[src/rtl/csr_mtrap_unit_pkg.sv]
`default_nettype none
// ============================================================================
//  Module      : csr_mtrap_unit_pkg
//  Description : CSR addresses, interrupt cause codes, mstatus bit positions
//                and the CSR address decoder shared by the M-mode trap unit.
//  Revision    : 1.0  initial release
// ============================================================================
package csr_mtrap_unit_pkg;

    localparam logic [11:0] c_CSR_MSTATUS  = 12'h300;
    localparam logic [11:0] c_CSR_MIE      = 12'h304;
    localparam logic [11:0] c_CSR_MTVEC    = 12'h305;
    localparam logic [11:0] c_CSR_MSCRATCH = 12'h340;
    localparam logic [11:0] c_CSR_MEPC     = 12'h341;
    localparam logic [11:0] c_CSR_MCAUSE   = 12'h342;
    localparam logic [11:0] c_CSR_MTVAL    = 12'h343;
    localparam logic [11:0] c_CSR_MIP      = 12'h344;
    localparam logic [11:0] c_CSR_MCYCLE   = 12'hB00;
    localparam logic [11:0] c_CSR_MINSTRET = 12'hB02;
    localparam logic [11:0] c_CSR_MHARTID  = 12'hF14;

    localparam logic [3:0] c_IRQ_MSI = 4'd3;
    localparam logic [3:0] c_IRQ_MTI = 4'd7;
    localparam logic [3:0] c_IRQ_MEI = 4'd11;

    localparam int c_MS_MIE    = 3;
    localparam int c_MS_MPIE   = 7;
    localparam int c_MS_MPP_LO = 11;
    localparam int c_MS_FS_LO  = 13;

    typedef enum logic [3:0] {
        CSR_NONE,
        CSR_MSTATUS,
        CSR_MIE,
        CSR_MTVEC,
        CSR_MSCRATCH,
        CSR_MEPC,
        CSR_MCAUSE,
        CSR_MTVAL,
        CSR_MIP,
        CSR_MCYCLE,
        CSR_MINSTRET,
        CSR_MHARTID
    } csr_sel_e;

    function automatic csr_sel_e csr_decode(input logic [11:0] idx);
        case (idx)
            c_CSR_MSTATUS:  return CSR_MSTATUS;
            c_CSR_MIE:      return CSR_MIE;
            c_CSR_MTVEC:    return CSR_MTVEC;
            c_CSR_MSCRATCH: return CSR_MSCRATCH;
            c_CSR_MEPC:     return CSR_MEPC;
            c_CSR_MCAUSE:   return CSR_MCAUSE;
            c_CSR_MTVAL:    return CSR_MTVAL;
            c_CSR_MIP:      return CSR_MIP;
            c_CSR_MCYCLE:   return CSR_MCYCLE;
            c_CSR_MINSTRET: return CSR_MINSTRET;
            c_CSR_MHARTID:  return CSR_MHARTID;
            default:        return CSR_NONE;
        endcase
    endfunction

endpackage
`default_nettype wire

[src/rtl/csr_mtrap_unit_irq_arb.sv]
`default_nettype none
// ============================================================================
//  Module      : csr_irq_arb
//  Description : Synchronises MSIP/MTIP/MEIP into mip and picks the highest
//                priority enabled interrupt (MEI > MSI > MTI).
//  Revision    : 1.0  initial release
// ============================================================================
module csr_irq_arb
    import csr_mtrap_unit_pkg::*;
(
    input  logic       clk,
    input  logic       rst,
    input  logic       i_irq_sw,
    input  logic       i_irq_tmr,
    input  logic       i_irq_ext,
    input  logic [2:0] i_mie,        // {MEIE, MTIE, MSIE}
    input  logic       i_gie,
    input  logic       i_pc_valid,
    input  logic       i_stall,
    input  logic       i_exc_valid,
    output logic [2:0] o_mip,        // {MEIP, MTIP, MSIP}
    output logic       o_irq_take,
    output logic [3:0] o_irq_code
);

    logic [2:0] r_mip;
    logic [2:0] w_pend;

    // The sync keeps running through stalls so mip never goes stale.
    always_ff @(posedge clk) begin
        if (rst) begin
            r_mip <= 3'b000;
        end else begin
            r_mip <= {i_irq_ext, i_irq_tmr, i_irq_sw};
        end
    end

    assign w_pend = r_mip & i_mie;

    always_comb begin
        o_irq_code = 4'd0;
        if (w_pend[2]) begin
            o_irq_code = c_IRQ_MEI;
        end else if (w_pend[0]) begin
            o_irq_code = c_IRQ_MSI;
        end else if (w_pend[1]) begin
            o_irq_code = c_IRQ_MTI;
        end
    end

    assign o_irq_take = (|w_pend) & i_gie & i_pc_valid & ~i_stall & ~i_exc_valid;
    assign o_mip      = r_mip;

endmodule
`default_nettype wire

[src/rtl/csr_mtrap_unit.sv]
`default_nettype none
// ============================================================================
//  Module      : csr_mtrap_unit
//  Description : Machine-mode CSR file and trap controller: CSR decode,
//                trap entry/return and redirect PCs for fetch.
//  Revision    : 1.0  initial release
// ============================================================================
module csr_mtrap_unit
    import csr_mtrap_unit_pkg::*;
#(
    parameter int          XLEN    = 64,
    parameter bit          VEC_EN  = 1'b1,
    parameter int unsigned HART_ID = 0,
    parameter bit          CNT_EN  = 1'b1
) (
    input  logic            clk,
    input  logic            rst,
    input  logic [XLEN-1:0] pc_i,
    input  logic            csr_rd_en,
    input  logic            csr_wr_en,
    input  logic [11:0]     csr_idx,
    input  logic [XLEN-1:0] wbck_csr_data,
    output logic [XLEN-1:0] read_csr_data,
    input  logic            mret_i,
    input  logic            exc_valid_i,
    input  logic [4:0]      exc_cause_i,
    input  logic [XLEN-1:0] exc_tval_i,
    input  logic            retire_i,
    input  logic            stall_i,
    input  logic            irq_sw_i,
    input  logic            irq_tmr_i,
    input  logic            irq_ext_i,
    output logic            trap_valid_o,
    output logic [XLEN-1:0] trap_pc_o,
    output logic [XLEN-1:0] mret_pc_o,
    output logic            illegal_csr_o
);

    logic            r_ms_mie;
    logic            r_ms_mpie;
    logic [1:0]      r_ms_mpp;
    logic [1:0]      r_ms_fs;
    logic [2:0]      r_mie;          // {MEIE, MTIE, MSIE}
    logic [XLEN-1:0] r_mtvec;
    logic [XLEN-1:0] r_mepc;
    logic [XLEN-1:0] r_mcause;
    logic [XLEN-1:0] r_mtval;
    logic [XLEN-1:0] r_mscratch;

    logic [XLEN-1:0] w_mcycle;
    logic [XLEN-1:0] w_minstret;
    logic [2:0]      w_mip;
    logic            w_irq_take;
    logic [3:0]      w_irq_code;
    csr_sel_e        w_sel;
    logic            w_illegal;
    logic            w_trap;
    logic            w_wr;
    logic            w_mret;
    logic [XLEN-1:0] w_rdata;
    logic [XLEN-1:0] w_base;
    logic [XLEN-1:0] w_trap_pc;
    logic [XLEN-1:0] w_irq_cause;
    logic [1:0]      w_mtvec_mode;

    csr_irq_arb u_irq_arb (
        .clk         (clk),
        .rst         (rst),
        .i_irq_sw    (irq_sw_i),
        .i_irq_tmr   (irq_tmr_i),
        .i_irq_ext   (irq_ext_i),
        .i_mie       (r_mie),
        .i_gie       (r_ms_mie),
        .i_pc_valid  (pc_i != '0),
        .i_stall     (stall_i),
        .i_exc_valid (exc_valid_i),
        .o_mip       (w_mip),
        .o_irq_take  (w_irq_take),
        .o_irq_code  (w_irq_code)
    );

    assign w_sel     = csr_decode(csr_idx);
    assign w_illegal = (csr_rd_en | csr_wr_en) &
                       ((w_sel == CSR_NONE) |
                        (csr_wr_en & ((w_sel == CSR_MIP) | (w_sel == CSR_MHARTID))));

    // Trap beats both mret and any CSR write committing in the same cycle.
    assign w_trap = (exc_valid_i & ~stall_i) | w_irq_take;
    assign w_wr   = csr_wr_en & ~w_illegal & ~stall_i & ~w_trap;
    assign w_mret = mret_i & ~stall_i & ~w_trap;

    assign w_base       = {r_mtvec[XLEN-1:2], 2'b00};
    assign w_trap_pc    = (w_irq_take && r_mtvec[1:0] == 2'b01)
                        ? w_base + XLEN'({w_irq_code, 2'b00}) : w_base;
    assign w_irq_cause  = {1'b1, {(XLEN-5){1'b0}}, w_irq_code};
    assign w_mtvec_mode = (VEC_EN && wbck_csr_data[1:0] == 2'b01) ? 2'b01 : 2'b00;

    always_ff @(posedge clk) begin
        if (rst) begin
            r_ms_mie   <= 1'b0;
            r_ms_mpie  <= 1'b0;
            r_ms_mpp   <= 2'b00;
            r_ms_fs    <= 2'b00;
            r_mie      <= 3'b000;
            r_mtvec    <= '0;
            r_mepc     <= '0;
            r_mcause   <= '0;
            r_mtval    <= '0;
            r_mscratch <= '0;
        end else if (w_trap) begin
            r_mepc    <= {pc_i[XLEN-1:2], 2'b00};
            r_ms_mpie <= r_ms_mie;
            r_ms_mie  <= 1'b0;
            r_ms_mpp  <= 2'b11;
            if (exc_valid_i) begin
                r_mcause <= XLEN'(exc_cause_i);
                r_mtval  <= exc_tval_i;
            end else begin
                r_mcause <= w_irq_cause;
                r_mtval  <= '0;
            end
        end else if (w_mret) begin
            r_ms_mie  <= r_ms_mpie;
            r_ms_mpie <= 1'b1;
            r_ms_mpp  <= 2'b00;
        end else if (w_wr) begin
            case (w_sel)
                CSR_MSTATUS: begin
                    r_ms_mie  <= wbck_csr_data[c_MS_MIE];
                    r_ms_mpie <= wbck_csr_data[c_MS_MPIE];
                    r_ms_mpp  <= wbck_csr_data[c_MS_MPP_LO +: 2];
                    r_ms_fs   <= wbck_csr_data[c_MS_FS_LO +: 2];
                end
                CSR_MIE:      r_mie      <= {wbck_csr_data[11], wbck_csr_data[7], wbck_csr_data[3]};
                CSR_MTVEC:    r_mtvec    <= {wbck_csr_data[XLEN-1:2], w_mtvec_mode};
                CSR_MSCRATCH: r_mscratch <= wbck_csr_data;
                CSR_MEPC:     r_mepc     <= {wbck_csr_data[XLEN-1:2], 2'b00};
                CSR_MCAUSE:   r_mcause   <= wbck_csr_data;
                CSR_MTVAL:    r_mtval    <= wbck_csr_data;
                default: ;
            endcase
        end
    end

    generate
        if (CNT_EN) begin : g_cnt
            logic [XLEN-1:0] r_mcycle;
            logic [XLEN-1:0] r_minstret;

            // mcycle ignores stall; a write replaces that cycle's increment.
            always_ff @(posedge clk) begin
                if (rst) begin
                    r_mcycle <= '0;
                end else if (w_wr && w_sel == CSR_MCYCLE) begin
                    r_mcycle <= wbck_csr_data;
                end else begin
                    r_mcycle <= r_mcycle + 1'b1;
                end
            end

            always_ff @(posedge clk) begin
                if (rst) begin
                    r_minstret <= '0;
                end else if (w_wr && w_sel == CSR_MINSTRET) begin
                    r_minstret <= wbck_csr_data;
                end else if (retire_i && !stall_i) begin
                    r_minstret <= r_minstret + 1'b1;
                end
            end

            assign w_mcycle   = r_mcycle;
            assign w_minstret = r_minstret;
        end else begin : g_no_cnt
            assign w_mcycle   = '0;
            assign w_minstret = '0;
        end
    endgenerate

    always_comb begin
        w_rdata = '0;
        case (w_sel)
            CSR_MSTATUS: begin
                w_rdata[c_MS_MIE]          = r_ms_mie;
                w_rdata[c_MS_MPIE]         = r_ms_mpie;
                w_rdata[c_MS_MPP_LO +: 2]  = r_ms_mpp;
                w_rdata[c_MS_FS_LO +: 2]   = r_ms_fs;
                w_rdata[XLEN-1]            = (r_ms_fs == 2'b11);
            end
            CSR_MIE: begin
                w_rdata[3]  = r_mie[0];
                w_rdata[7]  = r_mie[1];
                w_rdata[11] = r_mie[2];
            end
            CSR_MIP: begin
                w_rdata[3]  = w_mip[0];
                w_rdata[7]  = w_mip[1];
                w_rdata[11] = w_mip[2];
            end
            CSR_MTVEC:    w_rdata = r_mtvec;
            CSR_MSCRATCH: w_rdata = r_mscratch;
            CSR_MEPC:     w_rdata = r_mepc;
            CSR_MCAUSE:   w_rdata = r_mcause;
            CSR_MTVAL:    w_rdata = r_mtval;
            CSR_MCYCLE:   w_rdata = w_mcycle;
            CSR_MINSTRET: w_rdata = w_minstret;
            CSR_MHARTID:  w_rdata = XLEN'(HART_ID);
            default: ;
        endcase
    end

    assign read_csr_data = (!rst && csr_rd_en && !w_illegal) ? w_rdata : '0;
    assign illegal_csr_o = ~rst & w_illegal;
    assign trap_valid_o  = ~rst & w_trap;
    assign trap_pc_o     = rst ? '0 : w_trap_pc;
    assign mret_pc_o     = rst ? '0 : r_mepc;

endmodule
`default_nettype wire
[config.mk]
export PLATFORM = sky130hd
export DESIGN_NAME = csr_mtrap_unit
export DESIGN_NICKNAME = d
export VERILOG_FILES = /design/src/rtl/csr_mtrap_unit_pkg.sv /design/src/rtl/csr_mtrap_unit_irq_arb.sv /design/src/rtl/csr_mtrap_unit.sv
export SDC_FILE = /design/constraint.sdc
export NUM_CORES = 1
export LEC_CHECK = 0
export ABC_CLOCK_PERIOD_IN_PS = 6300
export BUFFER_PORTS_ARGS = -buffer_cell sky130_fd_sc_hd__buf_2
export CAP_MARGIN = 15
export CORE_UTILIZATION = 57
export DETAILED_ROUTE_END_ITERATION = 7
export HOLD_SLACK_MARGIN = 0.15
export PLACE_DENSITY = 0.85
export SLEW_MARGIN = 30
export SYNTH_ARGS = -nofsm -noshare
export SYNTH_HDL_FRONTEND = slang
export SYNTH_HIERARCHICAL = 1
export SYNTH_SLANG_ARGS = --single-unit
[constraint.sdc]
create_clock -name clk -period 6.3 [get_ports clk]
set_clock_uncertainty 0.05 [all_clocks]
set_input_delay 1.26 -clock clk [delete_from_list [all_inputs] [get_ports clk]]
set_output_delay 1.26 -clock clk [all_outputs]
set_load 0.01 [all_outputs]
==> summary.md <==
| Metric | Value |
|---|---|
| Tot GR Track Use | `39.0%` |
| Critical path, cell by cell | `buf_2 -> nor4_1 -> buf_12 -> nand4_1 -> or4_1 -> nand2_1 -> a2111oi_4 -> and2_1 -> nand3_1 -> or2_2 -> or4_1 -> buf_12 -> nor4_1 -> xnor2_1 -> nor2_1 -> buf_2` |
| Final setup margin | `0.155 ns` |
| Post-synthesis mux area share | `3.05%` |
| Number of remaining DRC errors | `0` |
| Die Span X | `212 um` |
| Hold depth | `2` |
| Yosys reg bits | `457` |
| Initial DRC count | `4357` |
| Clock Latency Late Sink | `0.59 ns` |
| Leakage | `0.0102 uW` |
| Worst R2R Setup Slack | `3.00 ns` |
| PortBufs | `409` |
| Main flop type after synthesis | `dfxtp_1` |
| FF-to-FF path depth | `7` |
| Status | `finished, final reports clean` |
| Num CTS Buffers | `47` |
| Main area contributors after synthesis | `dfxtp_1 (37%), nand2_1 (9.7%), nor2_1 (6.4%), a21oi_1 (5.5%), a211oi_1 (3.6%)` |
| Core ar. | `43200 um^2` |
| Worst-Margin Slew | `0.993 ns` |
| Commonest non-fill, non-tap cell in the layout | `nand2_1` |
| CP required | `4.99 ns` |
| First-pass GRT wire length | `138000 um` |
| HPWL Detailed | `61800 um` |
| Post-synth EDFFs | `0` |
| Critical path endpoint category | `primary output` |
| Vias in the first global route | `24400` |
| Final ANT Viol Nets | `0` |
| Cts hold-fix bufs | `0` |
| Fin crit share | `97.5%` |
| Layout area overhead | `15.8%` |
| Synth Area in Adders | `0.380%` |
| Detailed Routing Iterations Pass 1 | `8` |
| Max-slew violations | `0` |
| Row count | `76` |
| Filler cells | `3633` |
| Global route overflow | `0` |
| Worst r2r dst | `g_cnt.r_mcycle[51]$_SDFF_PP0_` |
| Placed Instance Area | `27400 um^2` |
| Share of synthesized registers carrying an async set or reset | `0%` |
| Largest net degree at the start of global routing | `143` |
| Die height | `212 um` |
| Final instance area | `29000 um^2` |
| Synth area leader | `dfxtp_1` |
| CTS max path bufs | `3` |
| Share of layout cells above drive strength 1 | `19.4%` |
| Fin nets | `3754` |
| Placer congestion estimate | `0.959` |
| Pwr dens | `219 nW/um^2` |
| Crit path largest cell delay | `0.58 ns` |
| Max-slew headroom | `33.4%` |
| Critical path class | `in2out` |
| Sequential element share of the synthesized area | `36.5%` |
| CTS H-Tree Depth | `2` |
| Wire length per cell | `21.8 um` |
| Post-synth cell types | `73` |
| Final wirelength | `90300 um` |
| Final setup violation count | `0` |
| Post-Place Setup Slack | `0.0395 ns` |
| Post-synthesis xor/xnor area fraction | `5.56%` |
| Starting Density | `58.0%` |
| CP arrival | `4.84 ns` |
| Die Area | `44800 um^2` |
| FMAX | `163 MHz` |
| Final hold viol count | `0` |
| Worst-path maximum fanout | `13` |
| Worst hold-check path type | `reg2reg` |
| Vias per Instance | `6.51` |
| Worst-path clk slew | `0.05 ns` |
| Most frequent cells in the layout | `nand2_1 (644), dfxtp_1 (457), nor2_1 (424), buf_2 (408), a21oi_1 (273)` |
| Peak VDD IR | `141 uV` |
| Main combinational cell family by area after synthesis | `simple AND/OR/NAND/NOR gates` |
| CTS tree | `yes` |
| Post-synthesis cell count | `3283` |
| Synth Cell Area | `25100 um^2` |
| Synth Area in Simple Gates | `29.5%` |
| RSZ-0062 raised after global routing | `false` |
| Yosys warnings | `6` |
| Setup crit end | `trap_pc_o[63]` |
| Reg2reg start | `g_cnt.r_mcycle[27]$_SDFF_PP0_` |
| Initial antenna violation count | `2` |
| Average cell area after synthesis | `7.63 um^2` |
| Synth Area in Compound Gates | `20.0%` |
| # Max-Cap Violations | `0` |
| Ports | `414` |
| Synth top area share | `36.5%` |
| Root Driver | `clkbuf_16` |
| Slowest cell on the critical path | `or4_1` |
| Clk sinks | `457` |
| Critical path startpoint | `pc_i[28]` |
| Via Count | `27000` |
| Tmin final | `6.15 ns` |
| Critical Path Source Type | `input pin` |
-- power by group --
| part | internal [uW] | switching [uW] | total (uW) |
|---|---|---|---|
| Combinational | 149 | 299 | 447 |
| Sequential | 2950 | 45.7 | 3000 |
| Clock | 1730 | 1190 | 2920 |
-- critical path, delay by kind of cell --
family                    cells  cell delay, ns
AOI/OAI and AO/OA             1            0.51
xor gates and xnor gates      1            0.16
buffers and inverters         4            0.59
and+or+nand+nor              10            2.30
-- metal layers --
metal	GRT usage [%]	vias up	share of wire (%)	wire length [um]
met5	0	-	0.020	18
met4	20.9	2	5.4	4840
met3	7.92	331	12	10600
met2	58.7	1804	44	39400
met1	52.5	12700	39	35400
li1	-	12200	-	-
-- area by class of cell --
class	instances	area [um^2]	share of cell area, %
multi-input combinational	2524	14800	50.9
timing repair buffer	462	2630	9.06
clock inverter	12	165	0.569
antenna	1	2.50	0.00862
tap	585	732	2.52
clock buffer	73	1440	4.95
inverter	35	131	0.453
sequential	457	9150	31.5
-- sequential cells by signal, indices dropped and copies added, names as in the netlist, 3 cells and up --
signal,count
r_mtvec,63
r_mtval,64
r_mscratch,64
u_irq_arb/o_mip,3
g_cnt.r_minstret,64
r_mepc,62
g_cnt.r_mcycle,64
r_mcause,64
r_mie,3
-- per-stage QoR --
stage | utilization, % | std cells | hold WS [ns] | power, uW | setup TNS [ns]
detailed placement | 63.5 | 4063 | 0.389 | 3490 | 0
finish | 67.2 | 4149 | 0.399 | 6360 | 0
global placement | 63.5 | 4063 | 0.385 | 3480 | -0.0588
CTS | 67.2 | 4148 | 0.398 | 6350 | 0
floorplan | - | 3286 | 0.378 | 3270 | 0
global route | 67.2 | 4149 | 0.415 | 6510 | 0
-- repair_timing --
item	in CTS	in global routing
gates resized for setup	0	1
endpoints found under the setup margin	0	20
buffers inserted	0	0
-- Yosys cell counts, drive strengths merged, types with 8 or more instances --
library cell    n
a311oi         80
xor2           72
nor2b          73
xnor2          87
nand2         647
and4           18
inv            35
buf            57
o21ai          30
and2           10
dfxtp         457
a31oi          60
nor3           36
nor2          428
or3            33
or4             9
a21oi         275
mux2i          10
nand3          82
a21o            8
mux2           59
nor4          108
clkbuf        213
a22oi          68
a222oi         62
a211oi        121
nand4          49
and3           31
-- worst min-delay path by stage --
stage | start | end | slack [ns]
CTS | r_mscratch[60]$_SDFFE_PP0P_ | r_mscratch[60]$_SDFFE_PP0P_ | 0.40
finish | r_mscratch[20]$_SDFFE_PP0P_ | r_mscratch[20]$_SDFFE_PP0P_ | 0.40
global route | r_mcause[24]$_SDFFE_PP0P_ | r_mcause[24]$_SDFFE_PP0P_ | 0.41
floorplan | r_mscratch[10]$_SDFFE_PP0P_ | r_mscratch[10]$_SDFFE_PP0P_ | 0.38
detailed placement | r_mscratch[60]$_SDFFE_PP0P_ | r_mscratch[60]$_SDFFE_PP0P_ | 0.39
global placement | r_mscratch[9]$_SDFFE_PP0P_ | r_mscratch[9]$_SDFFE_PP0P_ | 0.39
-- logic make-up after synthesis --
| family | after synthesis |
|---|---|
| compound gates | 734 |
| flops | 457 |
| mux | 69 |
| xor+xnor | 159 |
| buf+inv | 305 |
| fa+ha+maj | 7 |
| simple gates | 1551 |
| other cells | 1 |
(Power assumes the default switching activity.)
